### src/rtl/pool_stream.sv
// pool_stream: streams the pooled feature-map BRAM out as a flattened activation vector
// in CHW or HWC order; a credit-limited FIFO absorbs read latency and back-pressure.
module pool_stream #(
   parameter int DATA_WIDTH = 16,
   parameter int CHANNELS   = 8,
   parameter int OUT_SIZE   = 14,
   parameter int BRAM_LAT   = 1,
   parameter int FIFO_DEPTH = 4,
   parameter int HWC_ORDER  = 0,
   localparam int N  = CHANNELS * OUT_SIZE * OUT_SIZE,
   localparam int AW = $clog2(N)
) (
   input  logic                  clk,
   input  logic                  reset,
   input  logic                  start,
   output logic [AW-1:0]         pool_addr,
   output logic                  pool_en,
   input  logic [DATA_WIDTH-1:0] pool_q,
   output logic                  m_valid,
   input  logic                  m_ready,
   output logic [DATA_WIDTH-1:0] m_data,
   output logic                  m_last,
   output logic                  busy,
   output logic                  done
);
   localparam int CW    = (CHANNELS > 1) ? $clog2(CHANNELS) : 1;
   localparam int SW    = (OUT_SIZE > 1) ? $clog2(OUT_SIZE) : 1;
   localparam int PW    = $clog2(FIFO_DEPTH);
   localparam int CNTW  = $clog2(FIFO_DEPTH + 1);
   localparam int PLANE = OUT_SIZE * OUT_SIZE;

   typedef enum logic [1:0] {IDLE, RUN, DRAIN, FINISH} state_t;
   state_t state, next_state;

   logic [AW-1:0]   idx, idx_b, idx_n, cur_addr, hwc_addr;
   logic [CW-1:0]   c, c_b, c_n;
   logic [SW-1:0]   q, q_b, q_n, r, r_b, r_n;
   logic            issue, pop, push, is_last, pool_last;
   logic [BRAM_LAT-1:0] pipe_v, pipe_l;
   logic [DATA_WIDTH:0] mem [FIFO_DEPTH];
   logic [PW-1:0]   wr_ptr, rd_ptr;
   logic [CNTW-1:0] fifo_count, credit_used;

   assign m_valid = (fifo_count != '0);
   assign m_data  = mem[rd_ptr][DATA_WIDTH-1:0];
   assign m_last  = mem[rd_ptr][DATA_WIDTH];
   assign pop     = m_valid && m_ready;
   assign push    = pipe_v[BRAM_LAT-1];

   // Next state, read issue and address-counter advance
   always_comb begin
      next_state = state;
      issue      = 1'b0;
      if (state == IDLE) begin
         idx_b = '0; c_b = '0; q_b = '0; r_b = '0;
      end else begin
         idx_b = idx; c_b = c; q_b = q; r_b = r;
      end
      is_last  = (idx_b == AW'(N - 1));
      hwc_addr = AW'(int'(c_b) * PLANE + int'(r_b) * OUT_SIZE + int'(q_b));
      cur_addr = (HWC_ORDER != 0) ? hwc_addr : idx_b;
      idx_n    = idx_b + AW'(1);
      q_n      = q_b;
      r_n      = r_b;
      if (c_b == CW'(CHANNELS - 1)) begin
         c_n = '0;
         if (q_b == SW'(OUT_SIZE - 1)) begin
            q_n = '0;
            r_n = r_b + SW'(1);
         end else begin
            q_n = q_b + SW'(1);
         end
      end else begin
         c_n = c_b + CW'(1);
      end
      // credit counts the read on the bus, reads in the BRAM pipe and FIFO entries
      case (state)
         IDLE: begin
            if (start) begin
               issue      = 1'b1;
               next_state = is_last ? DRAIN : RUN;
            end else begin
               next_state = IDLE;
            end
         end
         RUN: begin
            if ((credit_used != CNTW'(FIFO_DEPTH)) || pop) begin
               issue      = 1'b1;
               next_state = is_last ? DRAIN : RUN;
            end else begin
               next_state = RUN;
            end
         end
         DRAIN: begin
            if (pop && (credit_used == CNTW'(1))) next_state = FINISH;
            else                                  next_state = DRAIN;
         end
         FINISH:  next_state = IDLE;
         default: next_state = IDLE;
      endcase
   end

   // State register
   always_ff @(posedge clk or negedge reset) begin
      if (!reset) state <= IDLE;
      else        state <= next_state;
   end

   // Read port, address counters, credit and status flags
   always_ff @(posedge clk or negedge reset) begin
      if (!reset) begin
         pool_en <= 1'b0; pool_last <= 1'b0; pool_addr <= '0;
         idx <= '0; c <= '0; q <= '0; r <= '0;
         busy <= 1'b0; done <= 1'b0; credit_used <= '0;
      end else begin
         pool_en   <= issue;
         pool_last <= issue && is_last;
         busy      <= (next_state != IDLE);
         done      <= (next_state == FINISH);
         if (issue) begin
            pool_addr <= cur_addr;
            idx <= idx_n; c <= c_n; q <= q_n; r <= r_n;
         end else begin
            idx <= idx_b; c <= c_b; q <= q_b; r <= r_b;
         end
         case ({issue, pop})
            2'b10:   credit_used <= credit_used + CNTW'(1);
            2'b01:   credit_used <= credit_used - CNTW'(1);
            default: credit_used <= credit_used;
         endcase
      end
   end

   // BRAM latency tracker: valid and last flag travel with each read
   always_ff @(posedge clk or negedge reset) begin
      if (!reset) begin
         pipe_v <= '0;
         pipe_l <= '0;
      end else begin
         pipe_v[0] <= pool_en;
         pipe_l[0] <= pool_last;
         for (int i = 1; i < BRAM_LAT; i++) begin
            pipe_v[i] <= pipe_v[i-1];
            pipe_l[i] <= pipe_l[i-1];
         end
      end
   end

   // Output FIFO
   always_ff @(posedge clk or negedge reset) begin
      if (!reset) begin
         for (int i = 0; i < FIFO_DEPTH; i++) mem[i] <= '0;
         wr_ptr <= '0; rd_ptr <= '0; fifo_count <= '0;
      end else begin
         if (push) begin
            mem[wr_ptr] <= {pipe_l[BRAM_LAT-1], pool_q};
            wr_ptr      <= (wr_ptr == PW'(FIFO_DEPTH - 1)) ? '0 : wr_ptr + PW'(1);
         end else begin
            wr_ptr <= wr_ptr;
         end
         if (pop) rd_ptr <= (rd_ptr == PW'(FIFO_DEPTH - 1)) ? '0 : rd_ptr + PW'(1);
         else     rd_ptr <= rd_ptr;
         case ({push, pop})
            2'b10:   fifo_count <= fifo_count + CNTW'(1);
            2'b01:   fifo_count <= fifo_count - CNTW'(1);
            default: fifo_count <= fifo_count;
         endcase
      end
   end

   pool_stream_chk #(.FIFO_DEPTH(FIFO_DEPTH), .CNTW(CNTW)) u_chk (
      .clk(clk), .reset(reset), .push(push), .pop(pop), .fifo_count(fifo_count)
   );
endmodule

// pool_stream_chk: the credit rule must make a FIFO overflow impossible.
module pool_stream_chk #(
   parameter int FIFO_DEPTH = 4,
   parameter int CNTW       = 3
) (
   input logic            clk,
   input logic            reset,
   input logic            push,
   input logic            pop,
   input logic [CNTW-1:0] fifo_count
);
   a_no_overflow: assert property (@(posedge clk) disable iff (!reset)
      !(push && !pop && (fifo_count == CNTW'(FIFO_DEPTH))))
      else $error("pool_stream FIFO overflow");
endmodule
### config.mk
export PLATFORM = sky130hd
export DESIGN_NAME = pool_stream
export DESIGN_NICKNAME = d
export VERILOG_FILES = /design/src/rtl/pool_stream.sv
export SDC_FILE = /design/constraint.sdc
export NUM_CORES = 1
export LEC_CHECK = 0
export ABC_AREA = 1
export BUFFER_PORTS_ARGS = -buffer_cell sky130_fd_sc_hd__clkbuf_2
export CAP_MARGIN = 20
export CELL_PAD_IN_SITES_DETAIL_PLACEMENT = 1
export CELL_PAD_IN_SITES_GLOBAL_PLACEMENT = 1
export CORE_ASPECT_RATIO = 0.8
export CORE_MARGIN = 1
export CORE_UTILIZATION = 45
export DETAILED_ROUTE_END_ITERATION = 7
export PLACE_DENSITY_LB_ADDON = 0.1
export SYNTH_ARGS = -nofsm -noshare
export SYNTH_HDL_FRONTEND = slang
export SYNTH_SLANG_ARGS = --single-unit
### constraint.sdc
create_clock -name clk -period 2.55 [get_ports clk]
set_input_delay 0.51 -clock clk [delete_from_list [all_inputs] [get_ports clk]]
set_output_delay 0.51 -clock clk [all_outputs]
set_load 0.005 [all_outputs]
* Word level (Yosys, flattened, before mapping)
Index checks and enable logic that the tools add are counted.
Storage, ports and cells: register bits 108, input bits 20, word-level logic and storage cells 72, output and inout bits 32
Operators by class: magnitude comparators 3, add/sub/neg operators 7, equality and inequality tests 13, reductions and logical operators 10, mux-type cells 20, bitwise logic cells 2
Operators with widths (number):
- 68-bit bitwise mux | 1
- 17-bit two-way mux | 3
- 17-bit binary-select mux with 2-bit select | 1
- 17-bit demux with 2-bit select | 1
- 11-bit two-way mux | 2
- 2-bit equality test (second input constant) | 7
- 3-bit case mux with 2 select lines | 2
- 11-bit by 1-bit adder with 11-bit output (second input constant) | 1
- 11-bit equality test (second input constant) | 1
- 2-bit two-way mux | 5
- 2-bit case mux with 4 select lines | 1
- 3-bit by 1-bit adder with 3-bit output (second input constant) | 2
- 2-bit by 1-bit equality test with 1-bit output (second input constant) | 3
- 3-bit >= comparator (second input constant) | 2
- 2-bit NOT with 3-bit output | 2
- 2-bit nonzero test | 3
- 3-bit by 1-bit subtractor with 3-bit output (second input constant) | 2
- 2-bit by 1-bit adder with 2-bit output (second input constant) | 2
- 1-bit logical AND | 4
- 3-bit by 1-bit equality test with 1-bit output (second input constant) | 1
- 3-bit by 1-bit less-than comparator with 1-bit output (second input constant) | 1
- 1-bit two-way mux | 3
- 3-bit != test (second input constant) | 1
- 3-bit nonzero test | 1
- 3 further kinds | 3

* Depth between registers and ports, before layout
Gate-level depths: netlist of run 1.
depth in word-level cells 7, gate-level depth with buffers 13, mapped depth without buffers 12

* Worst setup path before layout of run 1
No wires, ideal clock.
kind register to register, start register credit_used[0], end register credit_used[2], arrival 1.785 ns, library setup time 0.118 ns, cell stages (with the launch flop) 12, buffers on the path 1, path slack 0.647 ns, data required time 2.432 ns, period minus slack after synthesis 1.903 ns, cell sequence dfrtp_1 > inv_1 > ha_1 > ha_1 > nand2_2 > nand2_2 > nand2_4 > inv_4 > buf_6 > ha_1 > mux2i_1 > inv_1
On the way: word-level cells in the longest chain between the ends 6, elaborated cells on any way between the ends 10, classes of those cells add/sub: 2; eq/ne: 3; mux: 3; reduce/logical: 2
RTL lines:
- from (decl) | RTL line 42 | logic [CNTW-1:0] fifo_count, credit_used;
- from (signal assigned) | RTL line 127 | 2'b10: credit_used <= credit_used + CNTW'(1);
- from (signal assigned) | RTL line 128 | 2'b01: credit_used <= credit_used - CNTW'(1);
- from (signal assigned) | RTL line 129 | default: credit_used <= credit_used;
- 3-bit != test | RTL line 87 | if ((credit_used != CNTW'(FIFO_DEPTH)) || pop) begin
- 1-bit logical OR | RTL line 87
- 1-bit two-way mux | RTL line 87
- 1-bit case mux with 2 select lines | RTL line 77 | case (state)
- 2-bit by 1-bit equality test with 1-bit output or 2-bit equality test (tied branches) | RTL line 126 | case ({issue, pop})
- 3-bit case mux with 2 select lines or 2-bit nonzero test (tied branches)
Parallel ways exist; a longest one is shown, timed or not. A chain may end at the register's enable or synchronous reset.

* Final worst setup path of run 1
start register rd_ptr[0], end output port m_last
On the way: word-level cells in the longest chain between the ends 4
RTL lines:
- from (decl) | RTL line 41 | logic [PW-1:0] wr_ptr, rd_ptr;
- from (signal assigned) | RTL line 161 | if (pop) rd_ptr <= (rd_ptr == PW'(FIFO_DEPTH - 1)) ? '0 : rd_ptr + PW'(1);
- from (signal assigned) | RTL line 162 | else rd_ptr <= rd_ptr;
- 2-bit NOT with 3-bit output (not written as such) | RTL line 46 | assign m_last = mem[rd_ptr][DATA_WIDTH];
- 17-bit binary-select mux with 2-bit select | RTL line 46
- 17-bit two-way mux (not written as such) (2 in series) | RTL line 46
- to (decl) | RTL line 22 | output logic m_last,
No other way between the ends. The select of a mux whose other input is x is not followed.

==> impl_metrics.ini, run 1 <==
[pwr]
p_leak_uw = 0.00272
powerDensity_mw_per_mm2 = 1310
ir_drop_uv = 542

[routing]
drt_iter0_markers = 236
drcViolationCount = 0
ant_nets = 0
viasPerCell = 5.21
wl_um = 11600
drt_first_pass_iters = 4
wl_per_cell_um = 15.7
via_count = 3827

[cells_and_area]
final_nets = 625
drive_gt1_share_pct = 16.3
fin_area_mm2 = 0.00560
areaGrowthSynthToFinish_pct = 14.9
antenna_cells = 0

[setup_path]
path_cells = inv_1, buf_4, o21ai_0, o22ai_1, clkbuf_2
critPathBufInv = 3
ff2ff_setup_slack_ns = 0.35
slowest_delay_ns = 0.38
crit_path_end_kind = output port
crit_family = buffers and inverters
cp-start-kind = flop
crit_arrival_ns = 1.76
crit_slowest_cell = dfrtp_1
required_ns = 2.04
path_class = reg -> out
cp_max_fo = 12

[clock_network]
insertion_delay_ns = 0.35
clock_tree.root_cell = clkbuf_16
numCtsBuffers = 9
cts_resized = 0
cts_tree = done
post_cts_buffers = 0
cts.htree.levels = 3
cts_sinks = 108
hold_buffers = 0
clock_path_buffers = 2
cts.reportedPaths.clkPinSlew_ns = 0.07

[grt]
grt_pass1_vias = 3938
antenna_found_initial = 0
grt_overflow = 0
grt_pass1_wl_um = 19700
grt_use_total_pct = 22.5
grt_max_degree = 41

[sta]
slew_viol_final = 0
post-route-min-period_ns = 2.27
worstMarginPinSlew_ns = 0.588
setup_viol = 0
hold_violations = 0
tns_ns = 0
grt_setup_unrepaired = no
post-route-period-util_pct = 89.0
fin_skew_ns = 0.00591
relSlewSlack_pct = 60.8
max_freq_ghz = 0.440

[die]
ios = 52
die_h_um = 95.1
die_area_mm2 = 0.0113
core_mm2 = 0.0104
fp-row-count = 33
die_width_um = 118
start_util_pct = 46.9

[synth]
muxShareOfSynthArea_pct = 0.205
yosys_register_bits = 108
synth_xor_area_share_pct = 2.15
synth_top_area_share_pct = 55.4
synthTopCellsByArea = dfrtp_1 (55%), o21ai_0 (12%), nand2_1 (8.8%)
ys_types = 29
synth_area_mm2 = 0.00488
synth_compound_area_share_pct = 15.4
yosys.area_share.simple_pct = 17.1
synth.avg_cell_area_um2 = 8.97
synth_sequential_area_ratio_pct = 55.4
synth_top_family_by_area = simple AND/OR/NAND/NOR gates
yosysTopAreaCell = dfrtp_1
syn_nets = 577
syn_inst = 544
yosysWarnings = 0
synthAdderAreaFrac_pct = 3.49

[placed_design]
port_buffers = 51
place_congestion = 0.747
dp_hpwl_um = 7720
post_dp_cell_area_mm2 = 0.00530

[run]
max_cap_violations = 0

[status]
status = finished, final reports clean

[worst_hold_path]
hp-class = in -> async
[final timing paths]
path / end / from / cells after the start
setup / recovery: m_last / rd_ptr[0]$_DFFE_PN0P_ / 5
hold / removal: pipe_v$_DFF_PN0_ / reset / 1
setup reg to reg: credit_used[2]$_DFFE_PN0P_ / credit_used[0]$_DFFE_PN0P_ / 10
hold reg to reg: pipe_l$_DFF_PN0_ / pool_last$_DFF_PN0_ / 0
max in group asynchronous: mem[55]$_DFFE_PN0P_ / reset / 2
min in group clk: pipe_l$_DFF_PN0_ / pool_last$_DFF_PN0_ / 0
[logic make-up after synthesis]
| kind of cell | after synthesis |
|---|---|
| flip-flops | 108 |
| AO/OA/AOI/OAI | 141 |
| buffers and inverters | 73 |
| AND/OR/NAND/NOR | 196 |
| multiplexers | 1 |
| adder cells (fa/ha/maj) | 13 |
| XOR/XNOR | 12 |
[per-stage QoR]
stage | worst slack, ns | std cells | utilization (%) | power (uW) | hold slack [ns]
finish | 0.280 | 735 | 53.9 | 7360 | 0.109
detailed placement | 0.350 | 721 | 50.9 | 5950 | 0.347
global placement | 0.467 | 721 | 50.9 | 5760 | 0.342
floorplan | 0.647 | 544 | - | 4870 | 0.214
CTS | 0.244 | 735 | 53.9 | 7460 | 0.119
global route | 0.133 | 735 | 53.9 | 8020 | 0.129
[worst reg2reg max path: stages, from the launching register on]
cell     delay (ns)
dfrtp_1        0.43
inv_1          0.08
ha_1           0.21
ha_1           0.19
nand2_2        0.09
nand2_2        0.09
nand2_4        0.19
inv_4          0.16
ha_1           0.41
mux2i_1        0.20
inv_1          0.05
[report_power, final]
part           switching [uW]  internal [uW]  total, uW  leakage (uW)
logic                    1940           1130       3080       0.00122
clock network             589            878       1470      0.000149
registers                 394           2420       2820       0.00135
[layout make-up]
cell class / instances / area, um2
Multi-Input combinational cell: 363 / 1870
Timing Repair Buffer: 62 / 365
Tap cell: 140 / 175
Sequential cell: 108 / 2700
Fill cell: 1274 / 4800
Clock inverter: 2 / 60.1
Inverter: 48 / 183
Clock buffer: 12 / 246
[state kept, by name, indices dropped and copies added (netlist names)]
signal	cells
idx	11
done	1
pool_last	1
fifo_count	3
pool_en	1
busy	1
pool_addr	11
pipe_v	1
mem	68
credit_used	3
rd_ptr	2
wr_ptr	2
state	2
pipe_l	1
[metal layers]
metal | up-vias | share of wire [%] | track usage, %
li1 | 1853 | - | -
met1 | 1912 | 49 | 30.5
met2 | 53 | 48 | 37.1
met3 | 9 | 2.4 | 4.49
met4 | 0 | 1.1 | 6.54
met5 | - | 0 | 0
[Yosys cell counts (all sizes together)]
master,count
a21oi,1
buf,7
clkbuf,18
dfrtp,108
fa,1
ha,12
inv,48
mux2i,1
nand2,124
nand3,9
nand3b,1
nand4,5
nor2,53
nor3,3
nor3b,1
o21ai,123
o22ai,17
xnor2,4
xor2,8
[cells in the final DEF, fill, tap and decap left out, types with 8 or more instances in the layout]
cell type | netlist | final
nor2_1 | 50 | 50
clkbuf_16 | 0 | 9
ha_1 | 12 | 12
o22ai_1 | 17 | 17
nand2_1 | 114 | 114
dfrtp_1 | 108 | 108
buf_4 | 0 | 10
o21ai_0 | 113 | 113
xor2_1 | 8 | 8
inv_1 | 46 | 46
nand3_1 | 8 | 8
clkbuf_2 | 0 | 50
(Power assumes the default switching activity.)
==> run 2, diff against run 1 <==
--- a/config.mk
+++ b/config.mk
@@ -12,7 +12,7 @@
 export CELL_PAD_IN_SITES_GLOBAL_PLACEMENT = 1
 export CORE_ASPECT_RATIO = 0.8
 export CORE_MARGIN = 1
-export CORE_UTILIZATION = 45
+export CORE_UTILIZATION = 30
 export DETAILED_ROUTE_END_ITERATION = 7
 export PLACE_DENSITY_LB_ADDON = 0.1
 export SYNTH_ARGS = -nofsm -noshare
==> impl_metrics.ini, run 2 (synthesis results as in run 1) <==
[routing]
drt_first_pass_iters = 4
wl_met3_um = 386
wl_per_cell_um = 15.0
drcViolationCount = 0
via_count = 3780
top_layer = met4
wl_um = 12200
wl_met2_um = 5820
ant_nets = 0
drt_iter0_markers = 179
wl_met1_um = 5890
viasPerCell = 4.64

[sta]
post-route-period-util_pct = 82.9
max_freq_ghz = 0.473
fin_skew_ns = 0.00721
tns_ns = 0
slew_viol_final = 0
grt_setup_unrepaired = no
setup_viol = 0
post-route-min-period_ns = 2.11
relSlewSlack_pct = 66.0
hold_violations = 0
worstMarginPinSlew_ns = 0.509

[cells_and_area]
layout_commonest_cell = nand2_1
largestRegisters = mem x68, idx x11, pool_addr x11
antenna_cells = 0
areaGrowthSynthToFinish_pct = 17.2
regMostFlops = mem
largest_register_ffs = 68
drive_gt1_share_pct = 17.2
final_nets = 627
final_cell_mix = nand2_1 (114), o21ai_0 (113), dfrtp_1 (108)

[grt]
grt_max_degree = 53
grt_pass1_vias = 3932
antenna_found_initial = 0
grt_overflow = 0
grt_pass1_wl_um = 20300
grt_use_total_pct = 16.1

[placed_design]
dp_hpwl_um = 8350
port_buffers = 51
place_congestion = 0.741

[pwr]
intPower_uw = 4440
powerDensity_mw_per_mm2 = 1300
pwr-share-clk_pct = 20.5
pwr-share-seq_pct = 38.0
power_switching_uw = 3000
ir_drop_uv = 489
p_leak_uw = 0.00273
power_frac_comb_pct = 41.5
swShare_pct = 40.4
total_power_uw = 7440

[clock_network]
post_cts_buffers = 0
cts_tree = done
clock_tree.root_cell = clkbuf_16
numCtsBuffers = 9
cts.htree.levels = 3
cts.reportedPaths.clkPinSlew_ns = 0.07
insertion_delay_ns = 0.35
cts_sinks = 108
hold_buffers = 0
clock_path_buffers = 2
cts_resized = 0

[setup_path]
crit_arrival_ns = 2.36
path_class = reg -> reg
required_ns = 2.80
r2r_start = credit_used[0]$_DFFE_PN0P_
cp-start-kind = flop
cp_max_fo = 25
crit_path_end_kind = flop
startpoint = credit_used[0]$_DFFE_PN0P_

[worst_hold_path]
hp-class = in -> async

[die]
fp-row-count = 41
start_util_pct = 30.8
die_h_um = 116
die_area_mm2 = 0.0168
core_mm2 = 0.0159
die_width_um = 145
ios = 52

[status]
status = finished, final reports clean

[run]
max_cap_violations = 0
==> run 2: cell types whose count changed in the layout (fill, tap and decap cells not counted), sizes merged <==
cell      delta
clkbuf       -3
clkinv       +2
buf          +2
inv          +1
clkinvlp     +2
==> run 2: power groups by stage <==
| stage | clock network (uW) | registers [uW] | logic [uW] |
|---|---|---|---|
| floorplan | 0 | 2750 | 2130 |
| global placement | 0 | 2830 | 3050 |
| detailed placement | 0 | 2860 | 3170 |
| CTS | 1590 | 2840 | 3180 |
| global route | 1650 | 2920 | 3600 |
| finish | 1530 | 2820 | 3080 |
==> run 2: cell type report <==
class,instances,area (um2)
clock buffer,9,225
clock inverter,7,100
fill,1833,10100
inverter,48,183
multi-input combinational,363,1870
sequential,108,2700
tap,215,269
timing repair buffer,64,368
==> run 2: critical path: stages, from the launching register on <==
cell     delay [ns]
dfrtp_1        0.41
inv_1          0.06
ha_1           0.19
ha_1           0.18
nand2_2        0.08
nand2_2        0.08
nand2_4        0.19
inv_4          0.16
ha_1           0.40
mux2i_1        0.19
inv_1          0.05
==> run 2: per-layer routing <==
| metal | vias up | GRT usage (%) |
|---|---|---|
| met5 | - | 0 |
| met4 | 0 | 4.21 |
| met3 | 12 | 3.64 |
| met2 | 44 | 27.2 |
| met1 | 1850 | 20.8 |
| li1 | 1874 | - |
==> run 2: metrics by stage <==
stage / area, um2 / hold slack [ns] / instances / utilization, % / setup WS [ns]
floorplan: 4880 / 0.214 / 544 / - / 0.647
global placement: 5390 / 0.334 / 798 / 34.0 / 0.461
detailed placement: 5390 / 0.339 / 798 / 34.0 / 0.408
CTS: 5720 / 0.108 / 814 / 36.1 / 0.388
global route: 5720 / 0.118 / 814 / 36.1 / 0.190
finish: 5720 / 0.101 / 814 / 36.1 / 0.437
==> run 2: path summary, 6_finish.rpt <==
kind / end / slack (ns) / cells after the start
worst max-delay path: credit_used[2]$_DFFE_PN0P_ / 0.44 / 10
worst min-delay path: mem[4]$_DFFE_PN0P_ / 0.10 / 1
min in group clk: pipe_l$_DFF_PN0_ / 0.35 / 0
worst min register to register: pipe_l$_DFF_PN0_ / 0.35 / 0
worst max register to register: credit_used[2]$_DFFE_PN0P_ / 0.44 / 10
max in group asynchronous: mem[44]$_DFFE_PN0P_ / 1.71 / 2
==> run 3, diff against run 2 <==
==> constraint.sdc (replaced) <==
create_clock -name clk -period 2.1 [get_ports clk]
set_input_delay 0.42 -clock clk [delete_from_list [all_inputs] [get_ports clk]]
set_output_delay 0.42 -clock clk [all_outputs]
set_load 0.005 [all_outputs]
==> impl_metrics.ini, run 3 (synthesis results as in run 1) <==
[sta]
slew_viol_final = 0
setup_slack_ns = 0.119
relSlewSlack_pct = 69.4
setup_viol = 0
post-route-period-util_pct = 94.3
post-route-min-period_ns = 1.98
worstMarginPinSlew_ns = 0.459
max_freq_ghz = 0.505
tns_ns = 0
grt_setup_unrepaired = no
hold_violations = 0
fin_skew_ns = 0.00590

[setup_path]
crit_family = flip-flops
ff2ff_setup_slack_ns = 0.22
cp-start-kind = flop
crit_arrival_ns = 1.56
critPathBufInv = 3
r2r_start = fifo_count[0]$_DFFE_PN0P_
slowest_delay_ns = 0.46
crit_slowest_cell = dfrtp_2
path_cells = inv_1, buf_6, o21ai_0, o22ai_1, clkbuf_2
cp_max_fo = 13
startpoint = rd_ptr[1]$_DFFE_PN0P_
crit_path_end_kind = output port
required_ns = 1.68
path_class = reg -> out

[cells_and_area]
drive_gt1_share_pct = 16.9
final_cell_mix = nand2_1 (114), o21ai_0 (113), dfrtp_1 (107)
largest_register_ffs = 68
final_nets = 627
postLayoutCoreUtil_pct = 36.6
regMostFlops = mem
layout_commonest_cell = nand2_1
antenna_cells = 0
largestRegisters = mem x68, idx x11, pool_addr x11
areaGrowthSynthToFinish_pct = 18.8

[pwr]
total_power_uw = 9180
p_leak_uw = 0.00276
ir_drop_uv = 644
powerDensity_mw_per_mm2 = 1580

[grt]
grt_use_total_pct = 16.0
grt_overflow = 0
antenna_found_initial = 0
grt_pass1_vias = 3994
grt_max_degree = 48
grt_pass1_wl_um = 20200

[routing]
top_layer = met4
drcViolationCount = 0
wl_met2_um = 5850
wl_met1_um = 5890
drt_iter0_markers = 131
wl_per_cell_um = 15.0
wl_met3_um = 347
ant_nets = 0
drt_first_pass_iters = 4
via_count = 3753
viasPerCell = 4.62
wl_um = 12200

[die]
core_mm2 = 0.0159
die_h_um = 116
die_area_mm2 = 0.0168
start_util_pct = 30.8
die_width_um = 145
fp-row-count = 41
ios = 52

[placed_design]
place_congestion = 0.717
dp_hpwl_um = 8210
port_buffers = 51
pre_cts_ws_ns = 0.150

[worst_hold_path]
hp-class = in -> async

[status]
status = finished, final reports clean

[clock_network]
insertion_delay_ns = 0.35
post_cts_buffers = 0
cts_tree = done
numCtsBuffers = 9
cts.reportedPaths.clkPinSlew_ns = 0.07
clock_path_buffers = 2
cts.htree.levels = 3
clock_tree.root_cell = clkbuf_16
cts_sinks = 108

[run]
max_cap_violations = 0
-- run 3: cell count changes in the layout (fill, tap and decap cells not counted), sizes merged --
cell and change:
clkbuf +3, clkinv -2, clkinvlp -2, inv -1
-- run 3: worst paths after layout --
| path | to | cells after the start |
|---|---|---|
| worst min register to register | pipe_l$_DFF_PN0_ | 0 |
| max in group asynchronous | rd_ptr[1]$_DFFE_PN0P_ | 2 |
| worst max-delay path | m_data[8] | 5 |
| worst max register to register | fifo_count[2]$_DFFE_PN0P_ | 10 |
| worst min-delay path | mem[55]$_DFFE_PN0P_ | 1 |
| min in group clk | state[0]$_DFF_PN0_ | 3 |
-- run 3: layer usage --
| layer | vias up | GRT usage, % |
|---|---|---|
| met5 | - | 0 |
| met4 | 0 | 3.86 |
| met3 | 11 | 4.34 |
| met2 | 35 | 27.0 |
| met1 | 1838 | 20.5 |
| li1 | 1869 | - |
-- run 3: report_power, final --
group	leakage (uW)	internal, uW	switching, uW
registers	0.00135	2940	494
logic	0.00127	1550	2400
clock network	0.000149	1070	732
-- run 3: stage by stage --
stage               instances  area, um2  hold WS [ns]
finish                    812       5800        0.0114
global route              812       5800        0.0226
CTS                       812       5790        0.0174
detailed placement        798       5480         0.348
global placement          798       5480         0.336
floorplan                 544       4880         0.124
-- run 3: cell type report --
type | count | area, um2
Clock buffer | 12 | 246
Fill cell | 1861 | 10100
Tap cell | 215 | 269
Inverter | 48 | 183
Clock inverter | 2 | 60.1
Timing Repair Buffer | 64 | 463
Multi-Input combinational cell | 363 | 1870
Sequential cell | 108 | 2700
-- run 3: timing repair --
item,CTS,global route
setup endpoints to repair,0,3
gates resized for setup,0,4
hold buffers,0,0
